===== src/rtl/spi_gyro_responder.sv =====
// -----------------------------------------------------------------------------
// spi_gyro_responder
//
// SPI responder (slave) that emulates a 3-axis gyro register map so the SPI
// master and gyro FSM can be exercised without the physical sensor.
// SPI mode 3 (CPOL=1, CPHA=1), MSB first. Everything runs on CLK; the SPI
// pins are treated as slow asynchronous inputs and synchronized.
//
// Frame format: one command byte (bit7 = read, bit6 = auto-increment,
// bits5:0 = register address) followed by any number of data bytes.
//
// Register map:
//   0x0F        WHO_AM_I (read-only, WHO_AM_I_VAL)
//   0x20..0x24  CTRL_REG1..5 (read/write, CTRL_REG1 resets to CTRL1_RST)
//   0x27        STATUS_REG (only with GYRO_STATUS_REG_EN, else reads 0x00)
//   0x28..0x2D  X lo/hi, Y lo/hi, Z lo/hi from the per-frame snapshot
//   others      read 0x00, writes ignored
//
// Optional feature macro: GYRO_STATUS_REG_EN (adds STATUS_REG at 0x27).
//
// Ports:
//   CLK          system clock, the only clock
//   RST_N        asynchronous active-low reset
//   SCLK         SPI clock from the master, idles high
//   SS           slave select, active-low
//   MOSI         master-out data
//   MISO         slave-out data (1 when not shifting read data)
//   MISO_OE      tristate enable, high while a frame is being served
//   X_IN/Y_IN/Z_IN  16-bit signed angular-rate samples
//   SAMPLE_VALID one-CLK pulse that latches X/Y/Z_IN into holding registers
//   CTRL1        current CTRL_REG1 contents
//   WR_STROBE    one-CLK pulse per completed register write
//   WR_ADDR      address of the last completed register write
//
// Debug: the FSM state is state_q (type state_t).
// -----------------------------------------------------------------------------
module spi_gyro_responder #(
    parameter logic [7:0] WHO_AM_I_VAL = 8'hD3,
    parameter logic [7:0] CTRL1_RST    = 8'h07,
    parameter int         SYNC_STAGES  = 2      // legal 2..3
) (
    input  logic        CLK,
    input  logic        RST_N,
    input  logic        SCLK,
    input  logic        SS,
    input  logic        MOSI,
    output logic        MISO,
    output logic        MISO_OE,
    input  logic [15:0] X_IN,
    input  logic [15:0] Y_IN,
    input  logic [15:0] Z_IN,
    input  logic        SAMPLE_VALID,
    output logic [7:0]  CTRL1,
    output logic        WR_STROBE,
    output logic [5:0]  WR_ADDR
);

    typedef enum logic [1:0] {
        ST_IDLE = 2'd0,
        ST_CMD  = 2'd1,
        ST_DATA = 2'd2
    } state_t;

    // ------------------------------------------------------------------
    // Input synchronizers and edge detection
    // ------------------------------------------------------------------
    logic [SYNC_STAGES-1:0] sclk_sync_q, sclk_sync_d;
    logic [SYNC_STAGES-1:0] ss_sync_q,   ss_sync_d;
    logic [SYNC_STAGES-1:0] mosi_sync_q, mosi_sync_d;
    logic                   sclk_prev_q, sclk_prev_d;
    logic                   ss_prev_q,   ss_prev_d;

    logic sclk_s, ss_s, mosi_s;
    logic sclk_rise, sclk_fall, ss_rise, ss_fall;

    always_comb begin
        sclk_sync_d = {sclk_sync_q[SYNC_STAGES-2:0], SCLK};
        ss_sync_d   = {ss_sync_q[SYNC_STAGES-2:0],   SS};
        mosi_sync_d = {mosi_sync_q[SYNC_STAGES-2:0], MOSI};
        sclk_prev_d = sclk_s;
        ss_prev_d   = ss_s;
    end

    assign sclk_s    = sclk_sync_q[SYNC_STAGES-1];
    assign ss_s      = ss_sync_q[SYNC_STAGES-1];
    assign mosi_s    = mosi_sync_q[SYNC_STAGES-1];
    assign sclk_rise = ~sclk_prev_q &  sclk_s;
    assign sclk_fall =  sclk_prev_q & ~sclk_s;
    assign ss_rise   = ~ss_prev_q   &  ss_s;
    assign ss_fall   =  ss_prev_q   & ~ss_s;

    // The SS synchronizer and its edge register reset to 0 (not to the idle
    // level). A frame can therefore only start after SS has been seen high
    // since reset: if reset is released while SS is already low, no fall is
    // ever detected and the responder waits for a full SS high->low cycle.
    always_ff @(posedge CLK or negedge RST_N) begin
        if (!RST_N) begin
            sclk_sync_q <= '1;
            ss_sync_q   <= '0;
            mosi_sync_q <= '0;
            sclk_prev_q <= 1'b1;
            ss_prev_q   <= 1'b0;
        end else begin
            sclk_sync_q <= sclk_sync_d;
            ss_sync_q   <= ss_sync_d;
            mosi_sync_q <= mosi_sync_d;
            sclk_prev_q <= sclk_prev_d;
            ss_prev_q   <= ss_prev_d;
        end
    end

    // ------------------------------------------------------------------
    // Sample holding / snapshot registers
    // ------------------------------------------------------------------
    logic [15:0] hold_x_q, hold_x_d, hold_y_q, hold_y_d, hold_z_q, hold_z_d;
    logic [15:0] snap_x_q, snap_x_d, snap_y_q, snap_y_d, snap_z_q, snap_z_d;

    // ------------------------------------------------------------------
    // Protocol state
    // ------------------------------------------------------------------
    state_t      state_q, state_d;
    logic [2:0]  bit_cnt_q, bit_cnt_d;
    logic [7:0]  shift_in_q, shift_in_d;
    logic [7:0]  shift_out_q, shift_out_d;
    logic        rw_q, rw_d;
    logic        ms_q, ms_d;
    logic [5:0]  addr_q, addr_d;
    logic        miso_q, miso_d;
    logic        miso_oe_q, miso_oe_d;
    logic [7:0]  ctrl1_q, ctrl1_d;
    logic [7:0]  ctrl2_q, ctrl2_d;
    logic [7:0]  ctrl3_q, ctrl3_d;
    logic [7:0]  ctrl4_q, ctrl4_d;
    logic [7:0]  ctrl5_q, ctrl5_d;
    logic        wr_strobe_q, wr_strobe_d;
    logic [5:0]  wr_addr_q, wr_addr_d;

    logic [7:0]  in_byte;       // shift_in with the bit arriving this CLK
    logic [5:0]  next_addr;     // address for the byte after the current one
    logic [5:0]  rd_addr;       // address whose contents get loaded next
    logic [7:0]  rd_data;
    logic        byte_done;     // 8th SCLK rise of a data byte, frame alive
    logic        rd_byte_done;

    assign in_byte      = {shift_in_q[6:0], mosi_s};
    assign next_addr    = ms_q ? (addr_q + 6'd1) : addr_q;
    assign byte_done    = (state_q == ST_DATA) && !ss_rise && sclk_rise &&
                          (bit_cnt_q == 3'd0);
    assign rd_byte_done = byte_done && rw_q;

    // At the end of the command byte the lookup uses the freshly received
    // address; at the end of a read data byte it uses the advanced address.
    always_comb begin
        rd_addr = next_addr;
        if (state_q == ST_CMD) begin
            rd_addr = in_byte[5:0];
        end
    end

`ifdef GYRO_STATUS_REG_EN
    // status_q[0]=XDA, [1]=YDA, [2]=ZDA
    logic [2:0] status_q, status_d;

    always_comb begin
        status_d = status_q;
        if (rd_byte_done) begin
            case (addr_q)
                6'h29:   status_d[0] = 1'b0;
                6'h2B:   status_d[1] = 1'b0;
                6'h2D:   status_d[2] = 1'b0;
                default: status_d = status_q;
            endcase
        end
        // A new sample in the same CLK as a clearing read wins.
        if (SAMPLE_VALID) begin
            status_d = 3'b111;
        end
    end

    always_ff @(posedge CLK or negedge RST_N) begin
        if (!RST_N) begin
            status_q <= 3'b000;
        end else begin
            status_q <= status_d;
        end
    end
`endif

    // Register read mux
    always_comb begin
        rd_data = 8'h00;
        case (rd_addr)
            6'h0F: rd_data = WHO_AM_I_VAL;
            6'h20: rd_data = ctrl1_q;
            6'h21: rd_data = ctrl2_q;
            6'h22: rd_data = ctrl3_q;
            6'h23: rd_data = ctrl4_q;
            6'h24: rd_data = ctrl5_q;
`ifdef GYRO_STATUS_REG_EN
            6'h27: rd_data = {4'b0000, &status_q, status_q};
`endif
            6'h28: rd_data = snap_x_q[7:0];
            6'h29: rd_data = snap_x_q[15:8];
            6'h2A: rd_data = snap_y_q[7:0];
            6'h2B: rd_data = snap_y_q[15:8];
            6'h2C: rd_data = snap_z_q[7:0];
            6'h2D: rd_data = snap_z_q[15:8];
            default: rd_data = 8'h00;
        endcase
    end

    // Next-state / datapath
    always_comb begin
        state_d     = state_q;
        bit_cnt_d   = bit_cnt_q;
        shift_in_d  = shift_in_q;
        shift_out_d = shift_out_q;
        rw_d        = rw_q;
        ms_d        = ms_q;
        addr_d      = addr_q;
        miso_d      = miso_q;
        ctrl1_d     = ctrl1_q;
        ctrl2_d     = ctrl2_q;
        ctrl3_d     = ctrl3_q;
        ctrl4_d     = ctrl4_q;
        ctrl5_d     = ctrl5_q;
        wr_strobe_d = 1'b0;
        wr_addr_d   = wr_addr_q;
        hold_x_d    = hold_x_q;
        hold_y_d    = hold_y_q;
        hold_z_d    = hold_z_q;
        snap_x_d    = snap_x_q;
        snap_y_d    = snap_y_q;
        snap_z_d    = snap_z_q;

        if (SAMPLE_VALID) begin
            hold_x_d = X_IN;
            hold_y_d = Y_IN;
            hold_z_d = Z_IN;
        end

        case (state_q)
            ST_IDLE: begin
                miso_d = 1'b1;
                if (ss_fall) begin
                    // Freeze the sample for the whole frame; a sample arriving
                    // in this very CLK is taken directly.
                    snap_x_d  = SAMPLE_VALID ? X_IN : hold_x_q;
                    snap_y_d  = SAMPLE_VALID ? Y_IN : hold_y_q;
                    snap_z_d  = SAMPLE_VALID ? Z_IN : hold_z_q;
                    bit_cnt_d = 3'd7;
                    state_d   = ST_CMD;
                end
            end

            ST_CMD: begin
                miso_d = 1'b1;
                if (ss_rise) begin
                    state_d = ST_IDLE;
                end else if (sclk_rise) begin
                    shift_in_d = in_byte;
                    if (bit_cnt_q == 3'd0) begin
                        rw_d      = in_byte[7];
                        ms_d      = in_byte[6];
                        addr_d    = in_byte[5:0];
                        bit_cnt_d = 3'd7;
                        state_d   = ST_DATA;
                        if (in_byte[7]) begin
                            shift_out_d = rd_data;
                        end
                    end else begin
                        bit_cnt_d = bit_cnt_q - 3'd1;
                    end
                end
            end

            ST_DATA: begin
                if (ss_rise) begin
                    // Partial byte is dropped: no write, no address advance.
                    miso_d  = 1'b1;
                    state_d = ST_IDLE;
                end else begin
                    if (sclk_fall && rw_q) begin
                        miso_d      = shift_out_q[7];
                        shift_out_d = {shift_out_q[6:0], 1'b0};
                    end
                    if (sclk_rise) begin
                        shift_in_d = in_byte;
                        if (bit_cnt_q == 3'd0) begin
                            bit_cnt_d = 3'd7;
                            addr_d    = next_addr;
                            if (rw_q) begin
                                shift_out_d = rd_data;
                            end else begin
                                case (addr_q)
                                    6'h20: ctrl1_d = in_byte;
                                    6'h21: ctrl2_d = in_byte;
                                    6'h22: ctrl3_d = in_byte;
                                    6'h23: ctrl4_d = in_byte;
                                    6'h24: ctrl5_d = in_byte;
                                    default: ctrl1_d = ctrl1_q;
                                endcase
                                if ((addr_q >= 6'h20) && (addr_q <= 6'h24)) begin
                                    wr_strobe_d = 1'b1;
                                    wr_addr_d   = addr_q;
                                end
                            end
                        end else begin
                            bit_cnt_d = bit_cnt_q - 3'd1;
                        end
                    end
                end
            end

            default: begin
                miso_d  = 1'b1;
                state_d = ST_IDLE;
            end
        endcase

        miso_oe_d = (state_d != ST_IDLE);
    end

    always_ff @(posedge CLK or negedge RST_N) begin
        if (!RST_N) begin
            state_q     <= ST_IDLE;
            bit_cnt_q   <= 3'd7;
            shift_in_q  <= 8'h00;
            shift_out_q <= 8'h00;
            rw_q        <= 1'b0;
            ms_q        <= 1'b0;
            addr_q      <= 6'h00;
            miso_q      <= 1'b1;
            miso_oe_q   <= 1'b0;
            ctrl1_q     <= CTRL1_RST;
            ctrl2_q     <= 8'h00;
            ctrl3_q     <= 8'h00;
            ctrl4_q     <= 8'h00;
            ctrl5_q     <= 8'h00;
            wr_strobe_q <= 1'b0;
            wr_addr_q   <= 6'h00;
            hold_x_q    <= 16'h0000;
            hold_y_q    <= 16'h0000;
            hold_z_q    <= 16'h0000;
            snap_x_q    <= 16'h0000;
            snap_y_q    <= 16'h0000;
            snap_z_q    <= 16'h0000;
        end else begin
            state_q     <= state_d;
            bit_cnt_q   <= bit_cnt_d;
            shift_in_q  <= shift_in_d;
            shift_out_q <= shift_out_d;
            rw_q        <= rw_d;
            ms_q        <= ms_d;
            addr_q      <= addr_d;
            miso_q      <= miso_d;
            miso_oe_q   <= miso_oe_d;
            ctrl1_q     <= ctrl1_d;
            ctrl2_q     <= ctrl2_d;
            ctrl3_q     <= ctrl3_d;
            ctrl4_q     <= ctrl4_d;
            ctrl5_q     <= ctrl5_d;
            wr_strobe_q <= wr_strobe_d;
            wr_addr_q   <= wr_addr_d;
            hold_x_q    <= hold_x_d;
            hold_y_q    <= hold_y_d;
            hold_z_q    <= hold_z_d;
            snap_x_q    <= snap_x_d;
            snap_y_q    <= snap_y_d;
            snap_z_q    <= snap_z_d;
        end
    end

    assign MISO      = miso_q;
    assign MISO_OE   = miso_oe_q;
    assign CTRL1     = ctrl1_q;
    assign WR_STROBE = wr_strobe_q;
    assign WR_ADDR   = wr_addr_q;

endmodule


===== config.mk =====
export PLATFORM = sky130hd
export DESIGN_NAME = spi_gyro_responder
export DESIGN_NICKNAME = d
export VERILOG_FILES = /design/src/rtl/spi_gyro_responder.sv
export SDC_FILE = /design/constraint.sdc
export NUM_CORES = 1
export LEC_CHECK = 0
export ABC_AREA = 1
export CAP_MARGIN = 20
export CORE_MARGIN = 2
export CORE_UTILIZATION = 25
export DETAILED_ROUTE_END_ITERATION = 16
export GPL_TIMING_DRIVEN = 0
export HOLD_SLACK_MARGIN = 0.15
export PLACE_DENSITY = 0.49
export SLEW_MARGIN = 20
export SYNTH_ARGS = -nofsm -noshare
export SYNTH_HDL_FRONTEND = slang
export SYNTH_SLANG_ARGS = --single-unit

===== constraint.sdc =====
create_clock -name CLK -period 2.05 [get_ports CLK]
set_clock_uncertainty 0.1 [all_clocks]
set_input_delay 0.41 -clock CLK [delete_from_list [all_inputs] [get_ports CLK]]
set_output_delay 0.41 -clock CLK [all_outputs]
set_load 0.05 [all_outputs]

# After elaboration in Yosys (flattened, before gate mapping)
# Index checks and enable logic that the tools add are counted.
# totals
wordCells	134
reg_bits	181
# classes
n_reduce_logical	20
mux	43
n_eq_ne	30
n_addsub	2
n_lt_le_gt_ge	2
bitwise	10
# op_table
operator	count
$eq A6 B6 Y1 const B	16
$pmux W8 S12	1
$mux W8	9
$mux W16	3
$mux W6	8
$reduce_and A6 Y1	7
$ne A2 B2 Y1 const B	8
$pmux W8 S2	1
$mux W3	4
$pmux W6 S2	1
$mux W2	5
$mux W1	9
$reduce_and A4 Y1	2
$reduce_and A7 Y1	1
$add A6 B1 Y6 const B	1
$eq A6 B4 Y1 const B	1
$ge A6 B6 Y1 const B	1
$le A6 B6 Y1 const B	1
$not A1 Y1	6
$pmux W2 S3	1
$pmux W3 S2	1
$reduce_bool A2 Y1	3
$and A1 B1 Y1	4
$ne A2 B1 Y1 const B	2
10 further kinds	11

# Longest topological paths before layout
# Gate-level depths: netlist of run 1.
# logic_depth
ltp_word	10
mapped_depth	16
depth_no_buf	15

# Least setup slack after synthesis of run 1
# OpenSTA, ideal clock, no wires.
# synth_path
path_type	register to register
startpoint	register state_q[0]
endpoint	register shift_out_q[0]
setup_ns	0.123
stages_incl_launch_ff	11
slack_ns	-0.094
t_arrival_ns	1.922
synth_period_minus_slack_ns	2.144
required_time_ns	1.827
cell_sequence	dfrtp_1 -> inv_1 -> ha_1 -> clkbuf_2 -> inv_2 -> nor2_1 -> o221ai_1 -> a21oi_4 -> clkinv_1 -> a31oi_1 -> a21oi_2
# synth_between
elab_chain_len	9
# synth_lines
item	line	text
start, declared	121	state_t state_q, state_d;
start signal, assigned	349	state_q <= state_d;
$eq A2 B1 Y1	155, 242	
$mux W6	155	if (state_q == ST_CMD) begin
$eq A6 B6 Y1 / $eq A6 B4 Y1 (equally long branches)	192	case (rd_addr)
$pmux W8 S12	192	
$mux W8 (on tied branches)	292, 268	
$mux W8 (on tied branches)	289, 262	
$mux W8 (on tied branches)	287, 260	
$mux W8 (on tied branches)	278, 258	
$pmux W8 S2	242	case (state_q)
end signal, assigned	352	shift_out_q <= shift_out_d;
end, declared	124	logic [7:0] shift_out_q, shift_out_d;
# Parallel ways exist; a longest one is shown, timed or not. The select of a mux whose other input is x is not followed.
# A chain may end at the register's enable or synchronous reset.

# Final worst setup path of run 1
# layout_path
startpoint	register addr_q[1]
endpoint	register shift_out_q[7]
# layout_between
elab_chain_len	10
# layout_lines
item	line	text
start, declared	127	logic [5:0] addr_q, addr_d;
start signal, assigned	355	addr_q <= addr_d;
$add A6 B1 Y6	146	assign next_addr = ms_q ? (addr_q + 6'd1) : addr_q;
$mux W6 (*)	146	
$mux W6 (*)	155	
$eq A6 B6 Y1 / $eq A6 B4 Y1 (equally long branches)	192	
$pmux W8 S12 (*)	192	
$mux W8 (on tied branches)	292, 268	
$mux W8 (on tied branches)	289, 262	
$mux W8 (on tied branches)	287, 260	
$mux W8 (on tied branches)	278, 258	
$pmux W8 S2 (*)	242	
# Every way passes the cells marked *; elsewhere a longest branch is shown, timed or not. The select of a mux whose other input is x is not followed.

==> flow_summary.json, run 1 <==
{
  "layout_common_cells": "nand2_1 (268), dfrtp_1 (167), nand3_1 (70)",
  "fin_crit_sh_pct": 112,
  "crit_start": "addr_q[1]",
  "synth-warning-count": 0,
  "drv_cap": 0,
  "synthToLayoutAreaGrowth_pct": 37.2,
  "synth_nets": 1015,
  "antenna_cells": 0,
  "worst-path-max-fanout": 6,
  "crit_end": "shift_out_q[7]",
  "syn_area_per_cell_um2": 8.83,
  "synth_cell_types": 41,
  "worst_hold_slack_ns": 0.249,
  "grt_start_max_net_pins": 93,
  "finalSetupTns_ns": -1.60,
  "postSynthCellCount": 951,
  "start_util_pct": 25.2,
  "reg2reg_depth": 16,
  "clock_latency_ns": 0.45,
  "vdd_drop_max_v": 0.000629,
  "first_pass_iters": 5,
  "grt_setup_unrepaired": "true",
  "antenna_found_initial": 0,
  "grt.overflow.total": 0,
  "post_route_cells_drive_above_1_share_pct": 30.0,
  "cp-end-kind": "flop",
  "status": "complete, but fails checks",
  "ys_async_sr_fraction_pct": 100,
  "dieHeight_um": 187,
  "netlist.area_leader.share_pct": 51.0,
  "fin_nets": 1159,
  "synth-edff-count": 0,
  "setup_viol": 8,
  "arrival_ns": 2.52,
  "hp-class": "flop to flop",
  "dp_worst_setup_slack_ns": -0.537,
  "layout.cells.non_filler": 1556,
  "synthTopCellsByArea": "dfrtp_1 (51%), nand2_1 (14%), mux2_2 (6.4%)",
  "grt_usage_pct": 14.3,
  "slew_viol_final": 0,
  "period_minus_slack_ns": 2.29,
  "die_w_um": 187,
  "synth-main-ff-cell": "dfrtp_1",
  "dp.final_hpwl_um": 16800,
  "tightest_slew_ns": 0.697,
  "cts.path.max_buffers": 2,
  "portBuffers": 69,
  "clk_pin_slew_ns": 0.07,
  "powerDensity_nw_per_um2": 1090,
  "crit_required_ns": 2.28,
  "fmax_mhz": 437,
  "fin_ws_ns": -0.240,
  "violations": "setup timing",
  "hold_violations": 0,
  "dieArea_um2": 35100,
  "rows": 67,
  "critPathLaunchType": "flop",
  "ioPinCount": 71,
  "vias": 6904,
  "grt_pass1_wl_um": 39200,
  "r2r_slack_ns": -0.24,
  "place_congestion": 0.907,
  "cts_tree": "yes",
  "cts_buffers": 17,
  "root_buffer": "clkbuf_16",
  "power.leakage_nw": 5.21,
  "wl_per_cell_um": 15.8,
  "routed_wl_um": 24600,
  "crit-reg2reg-launch": "addr_q[1]",
  "synth-seq-area-share_pct": 54.1,
  "synth_area_um2": 8400,
  "h-tree-depth": 4,
  "drcViolationCount": 0,
  "coreArea_um2": 33300,
  "synth_area_leader_cell": "dfrtp_1",
  "criticalPathCategory": "flop to flop",
  "yosys_register_bits": 181,
  "relSlewSlack_pct": 53.5,
  "reg2reg_to": "shift_out_q[7]",
  "drtAntennaViolNets": 0,
  "clkSinkCount": 181,
  "layout_commonest_cell": "nand2_1",
  "drt_iter0_drc": 446,
  "viasPerCell": 4.44,
  "grt_pass1_vias": 6871,
  "place_inst": 1469
}
[what timing repair did]
item	CTS	global route
pin swaps	38	41
gates cloned	3	2
setup buffers	38	14
endpoints found under the setup margin	111	101
resized for setup	156	100
hold buffers	1	0
endpoints found under the hold margin	89	0
[cell families (layout without fill, tap and decap cells)]
| group | Yosys count | after routing | synth area share, % |
|---|---|---|---|
| simple gates | 505 | 506 | 25.4 |
| flops | 181 | 181 | 54.1 |
| compound gates | 110 | 110 | 7.32 |
| buf+inv | 96 | 252 | 5.14 |
| mux | 48 | 48 | 6.44 |
| fa+ha+maj | 10 | 10 | 1.49 |
| xor+xnor | 1 | 1 | 0.104 |
[cell type report]
class                      count  area, um2
timing repair buffer         124       1220
sequential                   181       4550
fill                        3408      21800
inverter                      62        253
clock buffer                  19        453
clock inverter                13        128
tap                          448        561
buffer                        34        292
multi-input combinational    675       4060
[worst min-delay path by stage]
stage,start,end,depth (start not counted)
2_1_floorplan,RST_N,CTRL1[3],0
3_3_place_gp,mosi_sync_q[0],mosi_sync_q[1],0
5_1_grt,SCLK,sclk_sync_q[0],1
6_report,mosi_sync_q[0],mosi_sync_q[1],0
3_5_place_dp,mosi_sync_q[0],mosi_sync_q[1],0
4_1_cts,SCLK,sclk_sync_q[0],1
[critical path: stages (launching register included)]
cell and delay, ns:
dfrtp_2 0.46, ha_4 0.19, buf_6 0.11, nand4_1 0.10
nand2_2 0.07, nand3_2 0.09, nand2_2 0.08, nand2_4 0.09
inv_4 0.05, buf_12 0.14, buf_8 0.13, nand3_2 0.05
o21ai_1 0.07, nor2_2 0.17, nand3_1 0.12, nand2_2 0.09
a21oi_2 0.05
[cell usage after synthesis, types with 2 or more instances]
master / n
o21ai_1: 4
nand4_1: 3
o211ai_1: 5
nor2_4: 4
buf_1: 2
nand3_2: 5
mux2_2: 48
clkinv_1: 2
clkbuf_1: 21
nor2_1: 66
a22oi_1: 2
o21ai_0: 78
inv_1: 58
nor4_1: 2
buf_6: 6
nand2_1: 313
ha_1: 10
nor2_2: 8
a21oi_2: 6
a31oi_1: 2
dfrtp_1: 171
dfstp_2: 10
nand2_2: 5
buf_2: 2
nor3_1: 5
nand3_1: 91
a21oi_1: 8
[metrics by stage]
stage                     total power [mW]  area, um2  util [%]
after global placement                8.10       9740      29.3
after floorplan                       7.05       8490         -
after detailed placement              8.14       9770      29.4
after CTS                             12.2      11100      33.3
final                                 12.5      11500      34.6
after global routing                  13.3      11500      34.6
[layer usage]
metal	track usage, %	vias to the layer above	routed length, um
met4	4.00	0	333
met2	22.0	152	11100
met1	20.5	3340	12000
met3	2.76	24	1100
met5	0	-	0
li1	-	3388	-
[flip-flops by register name (all words and copies together), names as in the netlist, 8 cells and up]
name	cells
shift_out_q	8
ctrl2_q	8
CTRL1	8
snap_z_q	16
hold_x_q	16
ctrl3_q	8
hold_y_q	16
ctrl5_q	8
hold_z_q	16
ctrl4_q	8
snap_x_q	16
snap_y_q	16
[report_power, final]
| group | switching (mW) | internal, mW | total (mW) |
|---|---|---|---|
| logic | 2.68 | 1.75 | 4.43 |
| registers | 0.509 | 4.34 | 4.85 |
| clock network | 1.59 | 1.68 | 3.27 |
(Power assumes the default switching activity.)
==> run 2, diff against run 1 <==
--- a/config.mk
+++ b/config.mk
@@ -13,6 +13,7 @@
 export GPL_TIMING_DRIVEN = 0
 export HOLD_SLACK_MARGIN = 0.15
 export PLACE_DENSITY = 0.49
+export SKIP_LAST_GASP = 1
 export SLEW_MARGIN = 20
 export SYNTH_ARGS = -nofsm -noshare
 export SYNTH_HDL_FRONTEND = slang
==> constraint.sdc (replaced) <==
create_clock -name CLK -period 2 [get_ports CLK]
set_clock_uncertainty 0.1 [all_clocks]
set_input_delay 0.4 -clock CLK [delete_from_list [all_inputs] [get_ports CLK]]
set_output_delay 0.4 -clock CLK [all_outputs]
set_load 0.05 [all_outputs]
==> flow_summary.json, run 2 (synthesized netlist as in run 1, its figures left out) <==
{
  "worst_path_dominant_cell_family": "simple AND/OR/NAND/NOR gates",
  "arrival_ns": 2.49,
  "crit_chain": "buf_6 -> inv_6 -> ha_4 -> nand2_4 -> nand3_4 -> nand2_8 -> inv_1 -> nand2_2 -> nor2_4 -> buf_12 -> nand3_1 -> nand2_1 -> nor2_2 -> nand3_1 -> nand2_1 -> a21oi_2",
  "r2r_slack_ns": -0.25,
  "synthToLayoutAreaGrowth_pct": 36.5,
  "vdd_drop_max_v": 0.000653,
  "clk_pin_slew_ns": 0.08,
  "cts.path.max_buffers": 2,
  "regArea_um2": 4550,
  "fmax_mhz": 445,
  "grt_pass1_vias": 6835,
  "clock_latency_ns": 0.45,
  "fin_nets": 1151,
  "coreArea_um2": 33300,
  "crit-reg2reg-launch": "addr_q[0]",
  "grt.overflow.total": 0,
  "grt_usage_pct": 14.4,
  "tightest_slew_ns": 0.725,
  "slew_viol_final": 0,
  "grt_pass1_wl_um": 39200,
  "crit_required_ns": 2.25,
  "violations": "setup timing",
  "hp-start": "mosi_sync_q[0]",
  "wl_per_cell_um": 15.7,
  "relSlewSlack_pct": 51.6,
  "post_route_cells_drive_above_1_share_pct": 28.4,
  "period_minus_slack_ns": 2.25,
  "setup_viol": 16,
  "worst_hold_slack_ns": 0.252,
  "vias": 6770,
  "crit_start": "addr_q[0]",
  "layout_common_cells": "nand2_1 (275), dfrtp_1 (167), nand3_1 (76)",
  "fillers": 3440,
  "multi_input_area_um2": 4030,
  "start_util_pct": 25.2,
  "h-tree-depth": 4,
  "crit_slowest_cell": "dfrtp_2",
  "portBuffers": 69,
  "hold_violations": 0,
  "place_congestion": 0.898,
  "ioPinCount": 71,
  "status": "complete, but fails checks",
  "die_w_um": 187,
  "hp-class": "flop to flop",
  "critPathLaunchType": "flop",
  "power.leakage_nw": 5.27,
  "root_buffer": "clkbuf_16",
  "path_buf_inv": 4,
  "cp-end-kind": "flop",
  "fin_ws_ns": -0.245,
  "antenna_found_initial": 0,
  "cts_tree": "yes",
  "routed_wl_um": 24300,
  "dieArea_um2": 35100,
  "worst-path-max-fanout": 5,
  "place_inst": 1469,
  "layout_commonest_cell": "nand2_1",
  "layout.cells.non_filler": 1548,
  "fin_crit_sh_pct": 112,
  "grt_start_max_net_pins": 94,
  "powerDensity_nw_per_um2": 1130,
  "drcViolationCount": 0,
  "slowest_delay_ns": 0.44,
  "first_pass_iters": 5,
  "dp.final_hpwl_um": 16800,
  "criticalPathCategory": "flop to flop",
  "drtAntennaViolNets": 0,
  "cts_buffers": 17,
  "drv_cap": 0,
  "drt_iter0_drc": 469,
  "dieHeight_um": 187,
  "grt_setup_unrepaired": "true",
  "clkSinkCount": 181,
  "rows": 67,
  "viasPerCell": 4.37,
  "antenna_cells": 0
}
-- run 2: changes by cell type in the layout (fill, tap and decap cells not counted), sizes merged --
cell and delta:
buf -10, clkinvlp -3, bufinv +2, inv -1
clkdlybuf4s15 +2, clkinv +3, dlygate4sd2 -2, clkbuf +1
-- run 2: worst paths after layout --
check	endpoint	depth (start not counted)
setup / recovery	shift_out_q[1]	16
hold / removal	mosi_sync_q[1]	0
setup reg to reg	shift_out_q[1]	16
hold reg to reg	mosi_sync_q[1]	0
max in group asynchronous	sclk_prev_q	3
min in group asynchronous	hold_z_q[6]	2
-- run 2: power by group --
part / switching [mW] / total (mW) / internal, mW / leakage [nW]
registers: 0.503 / 4.96 / 4.45 / 2.27
clock network: 1.64 / 3.55 / 1.91 / 0.301
logic: 2.72 / 4.48 / 1.75 / 2.70
-- run 2: per-stage QoR --
step | util, % | cell area [um2] | worst slack, ns | power [mW] | setup TNS (ns)
floorplan | - | 8550 | 0.000670 | 7.37 | 0
global placement | 29.5 | 9800 | -7.57 | 8.46 | -1370.65
detailed placement | 29.5 | 9830 | -0.520 | 8.48 | -28.42
CTS | 32.9 | 11000 | -0.323 | 12.5 | -3.76
global route | 34.4 | 11500 | -0.394 | 13.8 | -4.85
finish | 34.4 | 11500 | -0.245 | 13.0 | -1.94
-- run 2: layer usage --
layer	track usage (%)	routed length, um	part of all wire, %	vias up
met5	0	0	0	-
met4	4.00	329	1.4	0
met3	3.21	881	3.6	24
met2	21.4	10900	45	115
met1	20.9	12200	50	3258
li1	-	-	-	3373
-- run 2: timing repair --
item / CTS / global route
gates cloned: 3 / 0
pin swaps: 42 / 57
endpoints found under the setup margin: 137 / 118
gates resized for setup: 119 / 118
setup buffers: 27 / 18
hold buffers: 1 / 0
endpoints found under the hold margin: 92 / 0
-- run 2: cell type report --
type / instances / share of cell area, %
flip-flops and latches: 181 / 39.7
multi-input cells: 675 / 35.1
repair buffers: 118 / 10.4
well taps: 448 / 4.89
clock buffers: 18 / 3.74
inverters: 62 / 2.29
plain buffers: 32 / 2.24
clock inverters: 14 / 1.59
